[src/rtl/seq_pkg.sv]
// Shared definitions for the 1101 pattern source and its detector:
// FSM state encoding and the default test pattern.
package seq_pkg;

  typedef enum logic [1:0] {
    ST_IDLE  = 2'd0,
    ST_SHIFT = 2'd1,
    ST_GAP   = 2'd2,
    ST_DONE  = 2'd3
  } state_e;

  localparam logic [3:0] PAT_DEFAULT = 4'b1101;

endpackage

[src/rtl/seq_piso_shreg.sv]
// Parallel-load, MSB-first shift register. Load wins over shift, and zeros
// are shifted in at the LSB end.
module seq_piso_shreg #(
  parameter int W = 4
) (
  input  logic         mclk,
  input  logic         rst_n,
  input  logic         load_i,
  input  logic         shift_i,
  input  logic [W-1:0] din_i,
  output logic         msb_o
);

  logic [W-1:0] sr_q;

  // Load or shift the pattern register.
  always_ff @(posedge mclk or negedge rst_n) begin
    if (!rst_n) begin
      sr_q <= '0;
    end else if (load_i) begin
      sr_q <= din_i;
    end else if (shift_i) begin
      sr_q <= {sr_q[W-2:0], 1'b0};
    end else begin
      sr_q <= sr_q;
    end
  end

  assign msb_o = sr_q[W-1];

endmodule

[src/rtl/seq_pattern_gen.sv]
// Serial pattern transmitter: sends a captured PAT_W-bit pattern MSB-first
// for a number of frames, with a programmable idle gap between frames.
module seq_pattern_gen
  import seq_pkg::*;
#(
  parameter int PAT_W = 4,
  parameter int REP_W = 8,
  parameter int GAP_W = 4
) (
  input  logic             mclk,
  input  logic             rst_n,
  input  logic             start_i,
  input  logic [PAT_W-1:0] pattern_i,
  input  logic [REP_W-1:0] repeat_i,
  input  logic [GAP_W-1:0] gap_i,
  output logic             dout_o,
  output logic             dout_vld_o,
  output logic             busy_o,
  output logic             done_o
);

  localparam int              BW       = $clog2(PAT_W);
  localparam logic [BW-1:0]   BIT_LAST = BW'(PAT_W - 1);

  state_e             state_q, state_d;
  logic [PAT_W-1:0]   pat_q, pat_d;
  logic [REP_W-1:0]   frm_cnt_q, frm_cnt_d;
  logic [GAP_W-1:0]   gap_q, gap_d;
  logic [GAP_W-1:0]   gap_cnt_q, gap_cnt_d;
  logic [BW-1:0]      bit_cnt_q, bit_cnt_d;
  logic               dout_q, vld_q, busy_q, done_q;

  logic               start_ok_s;
  logic               frame_end_s;
  logic               last_frame_s;
  logic               new_frame_s;
  logic               shift_s;
  logic [PAT_W-1:0]   src_pat_s;
  logic [PAT_W-1:0]   sr_din_s;
  logic               sr_msb_s;
  logic               dout_d;

  assign start_ok_s   = (state_q == ST_IDLE) && start_i;
  assign frame_end_s  = (state_q == ST_SHIFT) && (bit_cnt_q == '0);
  assign last_frame_s = (frm_cnt_q == REP_W'(1));

  // State register.
  always_ff @(posedge mclk or negedge rst_n) begin
    if (!rst_n) begin
      state_q <= ST_IDLE;
    end else begin
      state_q <= state_d;
    end
  end

  // Next-state logic.
  always_comb begin
    state_d = ST_IDLE;
    case (state_q)
      ST_IDLE: begin
        if (start_i) begin
          state_d = (repeat_i != '0) ? ST_SHIFT : ST_DONE;
        end else begin
          state_d = ST_IDLE;
        end
      end
      ST_SHIFT: begin
        if (bit_cnt_q != '0) begin
          state_d = ST_SHIFT;
        end else if (last_frame_s) begin
          state_d = ST_DONE;
        end else if (gap_q != '0) begin
          state_d = ST_GAP;
        end else begin
          state_d = ST_SHIFT;
        end
      end
      ST_GAP: begin
        if (gap_cnt_q == '0) begin
          state_d = ST_SHIFT;
        end else begin
          state_d = ST_GAP;
        end
      end
      ST_DONE: state_d = ST_IDLE;
      default: state_d = ST_IDLE;
    endcase
  end

  // A frame begins whenever SHIFT is entered, or re-entered after bit 0.
  assign new_frame_s = (state_d == ST_SHIFT) &&
                       ((state_q != ST_SHIFT) || (bit_cnt_q == '0));
  assign shift_s     = (state_q == ST_SHIFT) && (bit_cnt_q != '0);
  assign src_pat_s   = (state_q == ST_IDLE) ? pattern_i : pat_q;
  // The MSB goes straight to dout; the register keeps the remaining bits.
  assign sr_din_s    = {src_pat_s[PAT_W-2:0], 1'b0};

  // Counter and capture next-state values.
  always_comb begin
    pat_d     = pat_q;
    gap_d     = gap_q;
    frm_cnt_d = frm_cnt_q;
    bit_cnt_d = bit_cnt_q;
    gap_cnt_d = gap_cnt_q;
    if (start_ok_s) begin
      pat_d     = pattern_i;
      gap_d     = gap_i;
      frm_cnt_d = repeat_i;
    end else if (frame_end_s) begin
      frm_cnt_d = frm_cnt_q - REP_W'(1);
    end else begin
      frm_cnt_d = frm_cnt_q;
    end
    if (new_frame_s) begin
      bit_cnt_d = BIT_LAST;
    end else if (shift_s) begin
      bit_cnt_d = bit_cnt_q - BW'(1);
    end else begin
      bit_cnt_d = bit_cnt_q;
    end
    if ((state_q == ST_SHIFT) && (state_d == ST_GAP)) begin
      gap_cnt_d = gap_q - GAP_W'(1);
    end else if ((state_q == ST_GAP) && (gap_cnt_q != '0)) begin
      gap_cnt_d = gap_cnt_q - GAP_W'(1);
    end else begin
      gap_cnt_d = gap_cnt_q;
    end
  end

  // Counter and capture registers.
  always_ff @(posedge mclk or negedge rst_n) begin
    if (!rst_n) begin
      pat_q     <= '0;
      gap_q     <= '0;
      frm_cnt_q <= '0;
      bit_cnt_q <= '0;
      gap_cnt_q <= '0;
    end else begin
      pat_q     <= pat_d;
      gap_q     <= gap_d;
      frm_cnt_q <= frm_cnt_d;
      bit_cnt_q <= bit_cnt_d;
      gap_cnt_q <= gap_cnt_d;
    end
  end

  seq_piso_shreg #(.W(PAT_W)) u_shreg (
    .mclk    (mclk),
    .rst_n   (rst_n),
    .load_i  (new_frame_s),
    .shift_i (shift_s),
    .din_i   (sr_din_s),
    .msb_o   (sr_msb_s)
  );

  // Bit that will be on the line during the next state.
  always_comb begin
    if (new_frame_s) begin
      dout_d = src_pat_s[PAT_W-1];
    end else if (state_d == ST_SHIFT) begin
      dout_d = sr_msb_s;
    end else begin
      dout_d = 1'b0;
    end
  end

  // Registered outputs, decoded from the next state.
  always_ff @(posedge mclk or negedge rst_n) begin
    if (!rst_n) begin
      dout_q <= 1'b0;
      vld_q  <= 1'b0;
      busy_q <= 1'b0;
      done_q <= 1'b0;
    end else begin
      dout_q <= dout_d;
      vld_q  <= (state_d == ST_SHIFT);
      busy_q <= (state_d == ST_SHIFT) || (state_d == ST_GAP);
      done_q <= (state_d == ST_DONE);
    end
  end

  assign dout_o     = dout_q;
  assign dout_vld_o = vld_q;
  assign busy_o     = busy_q;
  assign done_o     = done_q;

endmodule

[config.mk]
export PLATFORM = sky130hd
export DESIGN_NAME = seq_pattern_gen
export DESIGN_NICKNAME = d
export VERILOG_FILES = /design/src/rtl/seq_pkg.sv /design/src/rtl/seq_piso_shreg.sv /design/src/rtl/seq_pattern_gen.sv
export SDC_FILE = /design/constraint.sdc
export NUM_CORES = 1
export LEC_CHECK = 0
export ABC_AREA = 0
export CORE_MARGIN = 5
export CORE_UTILIZATION = 30
export CTS_CLUSTER_DIAMETER = 100
export DETAILED_ROUTE_END_ITERATION = 8
export GPL_TIMING_DRIVEN = 0
export PLACE_DENSITY = 0.59
export SLEW_MARGIN = 25
export SYNTH_ARGS = -nofsm -noshare
export SYNTH_HDL_FRONTEND = slang
export SYNTH_HIERARCHICAL = 1
export SYNTH_SLANG_ARGS = --single-unit
[constraint.sdc]
create_clock -name mclk -period 3.5 [get_ports mclk]
set_input_delay 0.7 -clock mclk [delete_from_list [all_inputs] [get_ports mclk]]
set_output_delay 0.7 -clock mclk [all_outputs]
set_load 0.02 [all_outputs]
==> results of run 1 <==
## sequential cells by signal, summed over array words and instances, names as in the netlist
name	cells
u_shreg/sr_q	4
dout_o	1
pat_q	4
gap_q	4
bit_cnt_q	2
busy_o	1
dout_vld_o	1
state_q	2
done_o	1
frm_cnt_q	8
gap_cnt_q	4
## Yosys cell counts (all sizes together), types with 2 or more instances
cell    count
dfrtp      32
nand2      32
mux2i      11
nor2        9
ha          7
inv         6
o21ai       5
or3         5
a221o       4
buf         4
mux2        4
nand2b      4
nand3       4
nor4        4
o211ai      4
a21oi       3
nand3b      3
nor3        3
nor3b       3
o311ai      2
o41ai       2
or2         2
or4         2
xnor2       2
## through the flow
stage                     hold WS [ns]  area [µm²]  setup WS, ns  setup TNS [ns]  power (mW)
after floorplan                  0.404        1750         0.470               0        1.33
after global placement           0.456        2060        -0.526          -0.594        1.58
after detailed placement         0.463        2080        -0.581          -0.687        1.59
after CTS                        0.329        2220         0.204               0        2.01
after global routing             0.349        2220      -0.00839        -0.00839        2.15
final                            0.327        2220         0.230               0        1.99
## power groups by stage
| stage | logic, mW | clock network, mW | registers (mW) |
|---|---|---|---|
| 2_1_floorplan | 0.641 | 0 | 0.691 |
| 3_3_place_gp | 0.871 | 0 | 0.706 |
| 3_5_place_dp | 0.887 | 0 | 0.707 |
| 4_1_cts | 0.904 | 0.400 | 0.702 |
| 5_1_grt | 1.00 | 0.419 | 0.734 |
| 6_report | 0.897 | 0.389 | 0.702 |
## repair_timing
| action | in CTS | in global routing |
|---|---|---|
| setup buffers | 1 | 0 |
| pin swaps | 1 | 0 |
| hold buffers | 0 | 0 |
| gates resized for setup | 1 | 1 |
| setup endpoints to repair | 1 | 1 |
## cell families (layout without fill, tap and decap cells)
family / after synthesis / in the layout / synth area share [%]
buffers and inverters: 11 / 42 / 2.58
muxes: 15 / 15 / 8.88
AOI/OAI and AO/OA: 28 / 28 / 12.3
DFF: 32 / 32 / 45.8
and+or+nand+nor: 79 / 79 / 24.2
other: 1 / 1 / 0.215
xor gates and xnor gates: 2 / 2 / 1.00
adders and majority gates: 7 / 7 / 5.01
## layout make-up
| type | count | area share [%] |
|---|---|---|
| multi-input combinational | 132 | 41.2 |
| sequential | 32 | 36.0 |
| timing repair buffer | 24 | 11.2 |
| clock buffer | 7 | 4.33 |
| tap | 72 | 4.05 |
| clock inverter | 1 | 1.35 |
| inverter | 6 | 1.01 |
| buffer | 4 | 0.844 |
## layer usage
layer | wire [µm] | GRT usage [%]
met2 | 1930 | 18.6
met4 | 93 | 5.95
met5 | 0 | 0
met3 | 107 | 2.57
met1 | 1790 | 14.3
## final timing paths
kind | endpoint | startpoint | cells after the start | slack [ns]
max | gap_cnt_q[2]$_DFFE_PN0P_ | start_i | 11 | 0.23
min | done_o$_DFF_PN0_ | rst_n | 1 | 0.33
min reg2reg | pat_q[2]$_DFFE_PN0P_ | pat_q[2]$_DFFE_PN0P_ | 2 | 0.48
min in group mclk | pat_q[2]$_DFFE_PN0P_ | pat_q[2]$_DFFE_PN0P_ | 2 | 0.48
max reg2reg | gap_cnt_q[2]$_DFFE_PN0P_ | gap_cnt_q[1]$_DFFE_PN0P_ | 10 | 0.43
max in group asynchronous | gap_q[0]$_DFFE_PN0P_ | rst_n | 2 | 2.75
## critical path: stages
cell             delay [ns]
clkdlybuf4s50_1        0.54
or3b_1                 0.35
buf_2                  0.24
o221ai_2               0.21
ha_1                   0.24
nand3b_4               0.15
mux2i_1                0.18
ha_1                   0.20
nand3b_1               0.10
and3_1                 0.20
or3_1                  0.31
==> impl.org, run 1 <==
** Outcome
- The flow ran to the end, and the final reports show no timing, DRC or antenna violations.

** Place
- Buffers added on ports :: 22
- At the end of routability-driven placement, the weighted congestion stood at between 0.8 and 0.9.
- Final HPWL from detailed placement :: around 2900 µm
- Post-placement cell count :: 270

** GRT
- Entering global routing, the biggest net connects 19 pins.
- Total overflow reported by the global router :: 0
- Antenna violations before repair :: 0
- Vias in the first global route :: about 1300
- The first global-routing pass estimated ~6500 µm of wire.
- Global routing used between 10% and 20% of the available tracks.

** Yosys
- Share of the synthesized area in the top cell type :: ~46%
- Unique masters post-synth :: 46
- In the synthesized netlist the async set-or-reset flop fraction comes to 100%.
- The synthesized netlist occupies a cell area of around 1700 µm².
- Synthesis produced a netlist whose cell count is 175.
- The most used flip-flop cell after synthesis is dfrtp_1.
- Synthesis produced a netlist with a net count of around 200.
- Count of warnings emitted by yosys :: 6
- Of the synthesized area, sequential elements account for between 40% and 50%.
- Syn_area_per_cell :: 9.98 µm²
- Synthesis inferred 32 register bits.
- Cell types occupying the most area after synthesis :: dfrtp_1 46%, nand2_1 6.9%, mux2i_1 6.3%
- Yosys top cell by area :: dfrtp_1
- Count of flip-flops with a built-in enable after synthesis :: 0

** Power
- Net switching share of the total power :: 38.2%
- Clock network power share :: 19.6%
- Per report_power, the sequential group accounts for 35.3% of the total.
- The internal portion of the total power is 1.23 mW.
- Switching power total :: around 0.76 mW
- In this run the power density over the cells is roughly 890 nW/µm².
- Part of the total power dissipated in combinational logic :: a little under half
- Standby leakage power :: between 0.9 and 1 nW
- Highest ir drop seen on vdd :: ~0.4 mV

** STA
- The clock arrives with approximately 0.0043 ns of skew.
- Finish-stage setup viols :: 0
- Final Slew Violations :: 0
- Slew Limit Headroom :: ~50%
- The final critical path takes up 93.4% of the cycle.
- Clock period minus final worst setup slack :: 3.27 ns
- Fmax :: about 0.3 GHz
- Final Hold Fails :: 0
- For the pin with the worst max-slew slack, the measured transition is approximately 0.76 ns.

** Drt
- Final WL :: approximately 3900 µm
- For this run, the detailed router's first-pass iteration total came to 4.
- Detailed-route DRC error count :: 0
- Summing over every cut layer, the via total after detailed routing is 1377.
- In the routed layout, each cell is associated on average with a via count of approximately 5.0.
- The detail route stage leaves a number of antenna-violating nets equal to 0.
- Routed WL per cell :: roughly 14 µm
- Initial DRC Count :: 50

** Die
- Core region area :: 5570 µm²
- The floorplan step defined a die boundary enclosing between 7000 and 8000 µm².
- Starting density of the core :: a little under a third
- Width of the chip :: 86.3 µm
- Height of the die :: roughly 86 µm
- Number of core rows :: 27
- Total I/O pin count :: 23

** Clocking
- TritonCTS clock tree :: done
- TritonCTS created 5 clock buffers.
- Clock-pin slew was measured on the worst setup and hold paths at about 0.070 ns.
- Deepest clock path buffer count :: 2
- Clock latency on the worst-skew pair, taken at its later pin, is 0.29 ns.
- CTS H-tree lvls :: 2
- CTS root buffer :: clkbuf_8
- Total clock sinks :: 32

** Final layout
- Cell Count, Final, Fillers Out :: 278
- FF/Latch Area :: roughly 800 µm²
- Cells fill between 30% and 40% of the core in the end.
- The layout has roughly 570 filler cells.
- Net count reported at finish :: 231
- From synthesis to final layout, the design area changed by 27.4%.
- Number of antenna repair diodes :: 0
- Of the cells placed in the final design, the portion with a size suffix greater than 1 is about an eighth.
- Commonest cells after routing, fill and taps aside :: 32 x nand2_1, 32 x dfrtp_1, 21 x clkdlybuf4s50_1
- Footprint of the multi-input gates :: about 900 µm²

** Critical path
- Top fanout value on the critical path :: 16
- The worst setup path is of the input port to register kind.
- Data arrives at the worst endpoint at around 3.4 ns.
- Element type at the critical path start :: input port
- Data required, critical path :: roughly 3.7 ns
- Kind of end point of the critical path :: register

** Run
- The tool flagged a number of max-cap violations equal to 0.

** Hold path
- The min-delay analysis places its worst path in the category input port to async pin.
(Power assumes the default switching activity.)
==> inputs of run 2 (changes only) <==
CORE_UTILIZATION = 54   (was 30)
PLACE_DENSITY = 0.88   (was 0.59)
==> impl.org, run 2 (synthesis results as in run 1) <==
** Drt
- Vias/cell :: 5.80
- In this run, the number of DRC markers left after iteration 0 of detailed routing was ~100.
- The first TritonRoute pass finished after 4 iterations.
- Summed over all layers, the routed wires come to 3790 µm.
- Detailed-route DRC error count :: 0
- Post-route ant nets :: 0
- Via total after detailed routing :: between 1000 and 1500
- Routed WL per cell :: 15.2 µm

** STA
- The worst path needs 3.27 ns of the cycle, external delays included.
- Setup repair after global routing left no endpoint under its margin.
- Summed over all failing endpoints, the final setup total negative slack is 0 ns.
- Slew Limit Headroom :: a little over half
- For the final database, setup skew stands at 0.0153 ns.
- Finish-stage setup viols :: 0
- Dividing the final minimum period by the clock period gives 93.4%.
- Worst-Margin Slew :: between 0.6 and 0.7 ns
- Fmax :: about 0.31 GHz
- Final Slew Violations :: 0
- The number of endpoints with negative hold slack in the final report came to 0.

** Power
- Pwr Density :: 889 nW/µm²
- Combinational cells account for 47.6% of the total power.
- Cell-internal power :: ~1.1 mW
- In this run the power spent charging and discharging nets is between 0.7 and 0.8 mW.
- The clock network accounts for between 10% and 20% of the total power.
- The worst-case IR drop observed on VDD is between 0.4 and 0.5 mV.
- Net switching share of the total power :: 40.2%
- Standby leakage power :: approximately 0.94 nW
- Sequential cell fraction of total power :: between 30 and 40%

** Die
- For this design the top-level I/O count stands at 23.
- Height of the die :: 66.9 µm
- Core region area :: about 3100 µm²
- The initialized floorplan defines 20 standard-cell rows.
- Starting density of the core :: a little under three fifths
- Die Area :: about 4500 µm²
- Width of the chip :: between 60 and 70 µm

** Place
- Final HPWL from detailed placement :: between 2000 and 3000 µm
- Buffers added on ports :: 22
- After detailed placement, the total cell area comes to between 2000 and 2500 µm².
- The number of placed instances, taps included, is 241.
- Placer congestion estimate :: between 0.8 and 0.9

** GRT
- The initial antenna violation count was 0.
- Vias in the first global route :: roughly 1500
- Wire length of the first global-routing pass :: 6490 µm
- For met1 alone, demand over resource in global routing was a little under a quarter.
- Met2 routing resource usage after global routing :: 33.5%
- Pin count of the biggest net entering global routing :: 33
- Global routing used between 4 and 5% of the available met3 tracks.
- GRT Resource Usage Total :: between 15 and 20%
- Global routing finished with a remaining overflow of 0.
- In this run the most used layer during global routing was met2.

** Final layout
- The net count of the finished layout is 230.
- The repair_antennas step left the layout with diodes totalling 0.
- Final-layout fill cell count :: approximately 260
- Flip-flop count of the largest register, all copies and words added :: 8
- Area Overhead vs Synth :: 20.4%
- With fillers left out, the area of the finished cells amounts to approximately 2100 µm².
- Largest register by flop count :: frm_cnt_q
- In the layout the commonest cells are 32 x nand2_1, 32 x dfrtp_1, 21 x clkdlybuf4s50_1.
- Leaving out filler cells and counting taps, the final layout contains approximately 250.
- Fraction of layout instances using a drive strength above 1 :: 10.7%

** Hold path
- The worst hold path belongs to the class input port to async pin.

** Critical path
- Capture point of the worst reg-to-reg path :: gap_cnt_q[2]$_DFFE_PN0P_
- Cell mode on critical path :: ha_1
- In this run the number of cells on the critical path is 11.
- Measured in cells, the most critical reg-to-reg path has a length of 11.
- Slowest cell on the critical path :: clkdlybuf4s50_1
- Critical path's largest stage delay :: roughly 0.52 ns
- STA classifies the critical path endpoint as a register.
- Counting both buffers and inverters, the worst setup path holds a total of 2.
- Cells along the critical path :: clkdlybuf4s50_1, or3b_1, buf_2, o221ai_2, ha_1, nand3b_2, mux2i_1, ha_1, nand3b_1, and3_1, or3_1
- Slack of the worst reg-to-reg path :: 0.47 ns
- Element type at the critical path start :: input port
- For the worst setup path, the data arrival time is ~3.5 ns.
- By startpoint and endpoint, the worst setup path is classified as input port to register.
- First element of the critical path :: start_i
- Following the worst setup path forward leads to its endpoint at gap_cnt_q[2]$_DFFE_PN0P_.
- Of all nets on the critical path, the largest fanout is 16.
- Origin of the critical flop-to-flop path :: bit_cnt_q[0]$_DFFE_PN0P_
- Data required, critical path :: around 3.7 ns
- Grouping stages by cell kind, the critical path spends the most delay in simple AND/OR/NAND/NOR gates.

** Clocking
- Total clock sinks :: 32
- At the later pin of the worst-skew pair, clock insertion delay measures 0.33 ns.
- Total clock buffers created by CTS :: 5
- In this run, post-CTS hold repair placed 0 buffers.
- After clock tree synthesis, the clock-pin slew on the worst setup and hold paths is ~0.1 ns.
- TritonCTS built the clock tree.
- The tree is rooted in a clkbuf_4.
- CTS H-tree lvls :: 2
- No sink is reached through more buffers than the 2 on the longest clock path.

** Outcome
- The run finished with clean final reports.

** Run
- Maxcap violations :: 0
[run 2: changes by cell type in the layout (fill, tap and decap cells not counted), sizes merged]
cell,delta
clkinv,+1
buf,-1
clkbuf,-1
[run 2: layout make-up]
type / count / area [µm²] / share of cell area, %
well taps: 44 / 55.1 / 2.62
clock inverters: 2 / 35.0 / 1.67
clock buffers: 6 / 41.3 / 1.96
repair buffers: 23 / 223 / 10.6
plain buffers: 4 / 18.8 / 0.892
multi-input cells: 132 / 907 / 43.1
flip-flops and latches: 32 / 801 / 38.1
inverters: 6 / 22.5 / 1.07
[run 2: timing repair]
item                                    in CTS  in global routing
resized for setup                            1                  0
endpoints found under the setup margin       1                  1
pin swaps                                    1                  1
buffers inserted                             0                  1
[run 2: per-layer routing]
| metal | vias up | part of all wire [%] |
|---|---|---|
| met5 | - | 0 |
| met4 | 0 | 2.2 |
| met3 | 9 | 6.4 |
| met2 | 48 | 48 |
| met1 | 686 | 43 |
| li1 | 701 | - |
[run 2: stage by stage]
| step | util (%) | worst slack, ns | total power, mW | hold slack [ns] |
|---|---|---|---|---|
| after floorplan | - | 0.470 | 1.33 | 0.404 |
| after CTS | 68.2 | 0.0221 | 1.87 | 0.416 |
| after global routing | 68.3 | 0.0544 | 2.02 | 0.459 |
| after global placement | 65.7 | -0.325 | 1.53 | 0.456 |
| after detailed placement | 65.5 | -0.467 | 1.58 | 0.473 |
| final | 68.3 | 0.231 | 1.87 | 0.402 |
[run 2: power groups by stage]
stage | Clock, mW | Combinational, mW | Sequential (mW)
after CTS | 0.281 | 0.888 | 0.702
after global placement | 0 | 0.833 | 0.695
after floorplan | 0 | 0.641 | 0.691
after global routing | 0.297 | 0.996 | 0.728
final | 0.274 | 0.890 | 0.705
after detailed placement | 0 | 0.875 | 0.708
[run 2: worst min-delay path by stage]
stage | end | cells after the start | startpoint | slack [ns]
floorplan | bit_cnt_q[0]$_DFFE_PN0P_ | 0 | rst_n | 0.40
global placement | pat_q[0]$_DFFE_PN0P_ | 2 | pat_q[0]$_DFFE_PN0P_ | 0.46
detailed placement | pat_q[3]$_DFFE_PN0P_ | 2 | pat_q[3]$_DFFE_PN0P_ | 0.47
CTS | u_shreg/sr_q[3]$_DFFE_PN0P_ | 1 | rst_n | 0.42
global route | gap_cnt_q[3]$_DFFE_PN0P_ | 1 | rst_n | 0.46
finish | dout_vld_o$_DFF_PN0_ | 1 | rst_n | 0.40
